==> src/rtl/trellis_cfg_pkg.sv <==
// Shared types for the trellis injection configuration sequencer.
package trellis_cfg_pkg;

  typedef enum logic [1:0] {
    IDLE   = 2'd0,
    ARMED  = 2'd1,
    SETTLE = 2'd2,
    READY  = 2'd3
  } state_t;

  localparam logic [1:0] SEL_CHANNEL = 2'd0;
  localparam logic [1:0] SEL_PATTERN = 2'd1;
  localparam logic [1:0] SEL_NRZ     = 2'd2;

endpackage

==> src/rtl/trellis_cfg_regbank.sv <==
// Shadow/active register pair: indexed writes land in the shadow copy,
// a swap strobe moves the whole shadow copy into the active copy at once.
module trellis_cfg_regbank #(
  parameter int DEPTH = 5,
  parameter int WIDTH = 8,
  parameter int AW    = 4
) (
  input  logic                    clk,
  input  logic                    rstb,
  input  logic                    wr_en,
  input  logic [AW-1:0]           wr_addr,
  input  logic signed [WIDTH-1:0] wr_data,
  input  logic                    swap,
  output logic signed [WIDTH-1:0] active [DEPTH]
);

  logic signed [WIDTH-1:0] shadow [DEPTH];

  // Indexed shadow write; the caller has already range-checked the address.
  always_ff @(posedge clk or negedge rstb) begin
    if (!rstb) begin
      for (int i = 0; i < DEPTH; i++) shadow[i] <= '0;
    end else begin
      for (int i = 0; i < DEPTH; i++)
        if (wr_en && wr_addr == AW'(i)) shadow[i] <= wr_data;
    end
  end

  // Bulk copy of the shadow bank into the active bank on swap.
  always_ff @(posedge clk or negedge rstb) begin
    if (!rstb) begin
      for (int i = 0; i < DEPTH; i++) active[i] <= '0;
    end else if (swap) begin
      active <= shadow;
    end
  end

endmodule

==> src/rtl/trellis_injection_cfg_ctrl.sv <==
// Configuration sequencer for the trellis error-injection datapath:
// shadow writes, frame-aligned commit, settle window, then seqs_valid.
module trellis_injection_cfg_ctrl
  import trellis_cfg_pkg::*;
#(
  parameter int seq_length              = 3,
  parameter int trellis_pattern_depth   = 3,
  parameter int num_of_trellis_patterns = 3,
  parameter int branch_bitwidth         = 2,
  parameter int est_channel_bitwidth    = 8,
  parameter int settle_cycles           = 2,
  parameter int addr_bitwidth = $clog2(
    ((seq_length + trellis_pattern_depth - 1) > (num_of_trellis_patterns * trellis_pattern_depth)) ?
     (seq_length + trellis_pattern_depth - 1) : (num_of_trellis_patterns * trellis_pattern_depth))
) (
  input  logic                                   clk,
  input  logic                                   rstb,
  input  logic                                   cfg_wr_en,
  input  logic [1:0]                             cfg_sel,
  input  logic [addr_bitwidth-1:0]               cfg_addr,
  input  logic signed [est_channel_bitwidth-1:0] cfg_data,
  input  logic                                   commit_req,
  input  logic                                   frame_sync,
  output logic                                   commit_ack,
  output logic signed [est_channel_bitwidth-1:0] channel [seq_length+trellis_pattern_depth-1],
  output logic signed [branch_bitwidth-1:0]      trellis_patterns [num_of_trellis_patterns][trellis_pattern_depth],
  output logic                                   nrz_mode,
  output logic                                   seqs_valid,
  output logic                                   busy,
  output logic                                   cfg_err
);

  localparam int CH_D  = seq_length + trellis_pattern_depth - 1;
  localparam int PT_N  = num_of_trellis_patterns * trellis_pattern_depth;
  localparam int CNT_W = (settle_cycles > 1) ? $clog2(settle_cycles) : 1;
  localparam logic [31:0] CH_D_U = CH_D;
  localparam logic [31:0] PT_N_U = PT_N;

  state_t             state_q, state_d;
  logic [CNT_W-1:0]   cnt_q, cnt_d;
  logic               commit_ack_d, seqs_valid_d, cfg_err_d;
  logic               swap, ch_wr, pt_wr, nrz_wr;
  logic               nrz_shadow;
  logic [31:0]        addr_ext;
  logic signed [branch_bitwidth-1:0] pt_active [PT_N];

  trellis_cfg_regbank #(.DEPTH(CH_D), .WIDTH(est_channel_bitwidth), .AW(addr_bitwidth)) u_ch_bank (
    .clk     (clk),
    .rstb    (rstb),
    .wr_en   (ch_wr),
    .wr_addr (cfg_addr),
    .wr_data (cfg_data),
    .swap    (swap),
    .active  (channel)
  );

  trellis_cfg_regbank #(.DEPTH(PT_N), .WIDTH(branch_bitwidth), .AW(addr_bitwidth)) u_pt_bank (
    .clk     (clk),
    .rstb    (rstb),
    .wr_en   (pt_wr),
    .wr_addr (cfg_addr),
    .wr_data (cfg_data[branch_bitwidth-1:0]),
    .swap    (swap),
    .active  (pt_active)
  );

  // Flat pattern storage viewed as [pattern][tap].
  always_comb begin
    for (int ii = 0; ii < num_of_trellis_patterns; ii++)
      for (int kk = 0; kk < trellis_pattern_depth; kk++)
        trellis_patterns[ii][kk] = pt_active[ii*trellis_pattern_depth + kk];
  end

  // Write admission, next-state and pulse generation.
  always_comb begin
    addr_ext     = 32'(cfg_addr);
    ch_wr        = 1'b0;
    pt_wr        = 1'b0;
    nrz_wr       = 1'b0;
    state_d      = state_q;
    cnt_d        = cnt_q;
    swap         = 1'b0;
    commit_ack_d = 1'b0;
    seqs_valid_d = seqs_valid;
    // The shadow bank is frozen while a commit waits for its frame boundary.
    if (cfg_wr_en && state_q != ARMED) begin
      case (cfg_sel)
        SEL_CHANNEL: ch_wr  = (addr_ext < CH_D_U);
        SEL_PATTERN: pt_wr  = (addr_ext < PT_N_U);
        SEL_NRZ:     nrz_wr = 1'b1;
        default:     ;
      endcase
    end
    cfg_err_d = cfg_wr_en && !(ch_wr || pt_wr || nrz_wr);
    case (state_q)
      IDLE, READY: begin
        if (commit_req) state_d = ARMED;
      end
      ARMED: begin
        if (frame_sync) begin
          swap         = 1'b1;
          commit_ack_d = 1'b1;
          seqs_valid_d = 1'b0;
          cnt_d        = CNT_W'(settle_cycles - 1);
          state_d      = SETTLE;
        end
      end
      SETTLE: begin
        if (cnt_q == '0) begin
          state_d      = READY;
          seqs_valid_d = 1'b1;
        end else begin
          cnt_d = cnt_q - 1'b1;
        end
      end
      default: state_d = IDLE;
    endcase
  end

  // State, counter, registered status outputs and the NRZ flag pair.
  always_ff @(posedge clk or negedge rstb) begin
    if (!rstb) begin
      state_q    <= IDLE;
      cnt_q      <= '0;
      commit_ack <= 1'b0;
      seqs_valid <= 1'b0;
      cfg_err    <= 1'b0;
      busy       <= 1'b0;
      nrz_shadow <= 1'b0;
      nrz_mode   <= 1'b0;
    end else begin
      state_q    <= state_d;
      cnt_q      <= cnt_d;
      commit_ack <= commit_ack_d;
      seqs_valid <= seqs_valid_d;
      cfg_err    <= cfg_err_d;
      busy       <= (state_d == ARMED) || (state_d == SETTLE);
      if (nrz_wr) nrz_shadow <= cfg_data[0];
      if (swap)   nrz_mode   <= nrz_shadow;
    end
  end

endmodule
==> config.mk <==
export PLATFORM = sky130hd
export DESIGN_NAME = trellis_injection_cfg_ctrl
export DESIGN_NICKNAME = d
export VERILOG_FILES = /design/src/rtl/trellis_cfg_pkg.sv /design/src/rtl/trellis_cfg_regbank.sv /design/src/rtl/trellis_injection_cfg_ctrl.sv
export SDC_FILE = /design/constraint.sdc
export NUM_CORES = 1
export LEC_CHECK = 0
export ABC_AREA = 1
export CELL_PAD_IN_SITES_DETAIL_PLACEMENT = 1
export CELL_PAD_IN_SITES_GLOBAL_PLACEMENT = 1
export CORE_UTILIZATION = 42
export CTS_CLUSTER_DIAMETER = 30
export DETAILED_ROUTE_END_ITERATION = 10
export PLACE_DENSITY = 0.86
export SYNTH_ARGS = -nofsm -noshare
export SYNTH_HDL_FRONTEND = slang
export SYNTH_HIERARCHICAL = 1
export SYNTH_SLANG_ARGS = --single-unit
==> constraint.sdc <==
create_clock -name clk -period 2.44 [get_ports clk]
set_input_delay 0.488 -clock clk [delete_from_list [all_inputs] [get_ports clk]]
set_output_delay 0.488 -clock clk [all_outputs]
set_load 0.01 [all_outputs]
==> out/metrics.yaml <==
yosys:
  ys_top_cells_by_count: "145 x nand2_1, 125 x dfrtp_1, 54 x mux2_2"
  synth_area_leaders: "dfrtp_1 59%, mux2_2 11%, nand2_1 10%"
  ys.flop_type: "dfrtp_1"
  syn_area_um2: 5300
  synth_top_family_by_area: "simple AND/OR/NAND/NOR gates"
  synth-async-reset-ratio_pct: 100
  synth_xor_area_share_pct: 0
  yosys.area_share.simple_pct: 22.2
  yosys.cell_types.count: 25
  ys_seq_area_share_pct: 59.0
  yosysTopAreaCellShare_pct: 59.0
  synth-compound-area-share_pct: 1.89
  synthMuxAreaShare_pct: 11.5
  synth_enable_flop_cells: 0
  synth_top_cell_by_area: "dfrtp_1"
  syn_area_per_cell_um2: 10.9
  synthCells: 488
  synth_fa_ha_area_share_pct: 0.708
  ys_ff_latch: 125
  synth_fp_nets: 510
  yosys.cell_count.top_type: "nand2_1"
  yosysWarnings: 6
timing:
  setup-violations-final: 0
  max_freq_mhz: 492
  fin_crit_sh_pct: 83.3
  finalHoldViolCount: 0
  rsz0062_at_grt: "no"
  fin_worst_skew_ns: 0.00615
  min_period_ns: 2.03
  slew_headroom_pct: 52.3
  drv_slew: 0
  fin_tns_setup_ns: 0
  worst_pin_slew_ns: 0.713
pwr:
  vdd.ir_drop.worst_mv: 0.452
  p_sw_share_pct: 27.5
  powerDensity_nw_per_um2: 948
  p_leak_nw: 3.40
  total_power_w: 0.00650
  seq_power_share_pct: 40.0
  intPower_w: 0.00471
  power.net_switching_w: 0.00179
  clkPwrFrac_pct: 37.2
  p_comb_share_pct: 22.8
clock_network:
  clkLatencyLatePin_ns: 0.41
  htreeDepth: 4
  root_buffer: "clkbuf_16"
  cts_hold_buffers: 0
  ctsResizeCount: 0
  cts_tree: "built"
  cts_buffer_depth: 2
  clock-sinks: 125
  clkTransAtPathRegs_ns: 0.05
  cts_made_buffers: 17
  cts_setup_buffers: 0
worst_setup_path:
  path_max_fanout: 8
  cp_slowest_stage_delay_ns: 0.39
  startpoint_type: "register"
  critPathKind: "reg -> reg"
  cp_cell_sequence: "inv_1 > ha_1 > nor2_1 > nand2_1 > a21oi_2 > nand3_2 > nor2_1 > nand2_1 > nand2_1"
  cp_common_cell: "nand2_1"
  crit_path_top_delay_cell: "dfrtp_1"
  crit_buf_inv: 1
  critPathRequiredTime_ns: 2.78
  r2r_slack_ns: 0.41
  cp.arrival_ns: 2.38
  cp_top_family: "simple AND/OR/NAND/NOR gates"
  critPathCaptureType: "register"
routing:
  drt_wl_total_mm: 13.2
  vias: 3984
  antenna_left: 0
  drc: 0
  initialDrtViolationCount: 137
  drt_first_pass_iters: 4
  via_per_inst: 5.25
  wl_per_cell_um: 17.4
floorplanning:
  die-area_um2: 13100
  coreArea_um2: 12200
  chipHeight_um: 114
  io_pins: 82
  start_util_pct: 43.6
  rows: 40
  die_w_um: 114
place:
  gp_congestion: 0.769
  io_buffers: 81
  placed_cells: 727
  hpwlAfterDp_mm: 8.81
global_routing:
  grt_use_met3_pct: 5.66
  antenna_found_initial: 0
  grt_usage_pct: 22.5
  grt_use_met1_pct: 27.0
  grtUsageMet2_pct: 39.2
  grt_busiest_layer: "met2"
  grt_start_max_net_pins: 67
  grt_pass1_vias: 4324
  grt_pass1_wl_mm: 22.2
  gr-total-overflow: 0
cells_and_area:
  final_util_pct: 56.4
  instances_no_fill: 759
  n_antenna_cell: 0
  area_growth_pct: 29.3
  drive_above_1_share_pct: 19.5
  finalNetCount: 600
status:
  outcome: "finished clean"
job:
  cap_violations: 0
worst_hold_path:
  min-delay-path-class: "in -> async"
==> final cells by class <==
type	instances	area [um^2]
clock buffer	24	472
clock inverter	8	90.1
fill	1318	5300
inverter	31	116
multi-input combinational	312	1920
sequential	125	3130
tap	168	210
timing repair buffer	91	921
==> cell families after synthesis <==
logic type                 count (synthesis)
DFF                                      125
AOI/OAI and AO/OA                         17
adders and majority gates                  3
muxes                                     54
and+or+nand+nor                          238
buffers and inverters                     51
==> state kept, by name, summed over array words and instances (netlist names) <==
register / cells
seqs_valid: 1
nrz_shadow: 1
busy: 1
nrz_mode: 1
state_q: 2
u_ch_bank/active: 40
u_pt_bank/shadow: 18
cfg_err: 1
cnt_q: 1
u_ch_bank/shadow: 40
u_pt_bank/active: 18
commit_ack: 1
==> stage by stage <==
step	hold WS (ns)	cell area [um^2]	setup WS, ns
2_1_floorplan	0.192	5300	0.755
6_report	0.0645	6860	0.408
5_1_grt	0.100	6860	0.202
3_5_place_dp	0.462	6300	0.205
3_3_place_gp	0.450	6300	0.276
4_1_cts	0.0752	6860	0.445
==> cell usage in the layout, fill, tap and decap left out, types with 6 or more instances in the layout <==
master             n
nand2_1          145
dfrtp_1          125
clkdlybuf4s50_1   80
mux2_2            54
nand4_1           51
inv_1             26
clkbuf_16         17
nor2_1            15
nand3_1           10
buf_4              8
a21oi_1            6
clkinv_2           6
==> path summary, 6_finish.rpt <==
kind / cells past startpoint / to / from
setup / recovery: 9 / u_pt_bank/shadow[2]$_DFFE_PN0P_ / state_q[1]$_DFF_PN0_
hold / removal: 1 / u_ch_bank/active[12]$_DFFE_PN0P_ / rstb
setup reg to reg: 9 / u_pt_bank/shadow[2]$_DFFE_PN0P_ / state_q[1]$_DFF_PN0_
hold reg to reg: 2 / u_ch_bank/shadow[24]$_DFFE_PN0P_ / u_ch_bank/shadow[24]$_DFFE_PN0P_
max in group asynchronous: 2 / u_ch_bank/shadow[4]$_DFFE_PN0P_ / rstb
min in group clk: 2 / u_ch_bank/shadow[24]$_DFFE_PN0P_ / u_ch_bank/shadow[24]$_DFFE_PN0P_
==> worst register-to-register path, stage by stage (launching register included) <==
cell	delay [ns]
dfrtp_1	0.39
inv_1	0.06
ha_1	0.26
nor2_1	0.23
nand2_1	0.09
a21oi_2	0.28
nand3_2	0.24
nor2_1	0.22
nand2_1	0.11
nand2_1	0.09
==> power groups by stage <==
stage / logic (W) / registers, W / clock network [W]
6_report: 0.00148 / 0.00260 / 0.00242
5_1_grt: 0.00162 / 0.00265 / 0.00257
4_1_cts: 0.00150 / 0.00261 / 0.00246
3_5_place_dp: 0.00149 / 0.00264 / 0
3_3_place_gp: 0.00141 / 0.00262 / 0
2_1_floorplan: 0.000673 / 0.00269 / 0
==> per-layer routing <==
metal | up-vias | share of wire, %
met2 | 102 | 52
met3 | 23 | 4.3
met5 | - | 0
met4 | 0 | 1.9
met1 | 2047 | 42
li1 | 1812 | -
No activity file was read; power rests on OpenSTA's default activity.
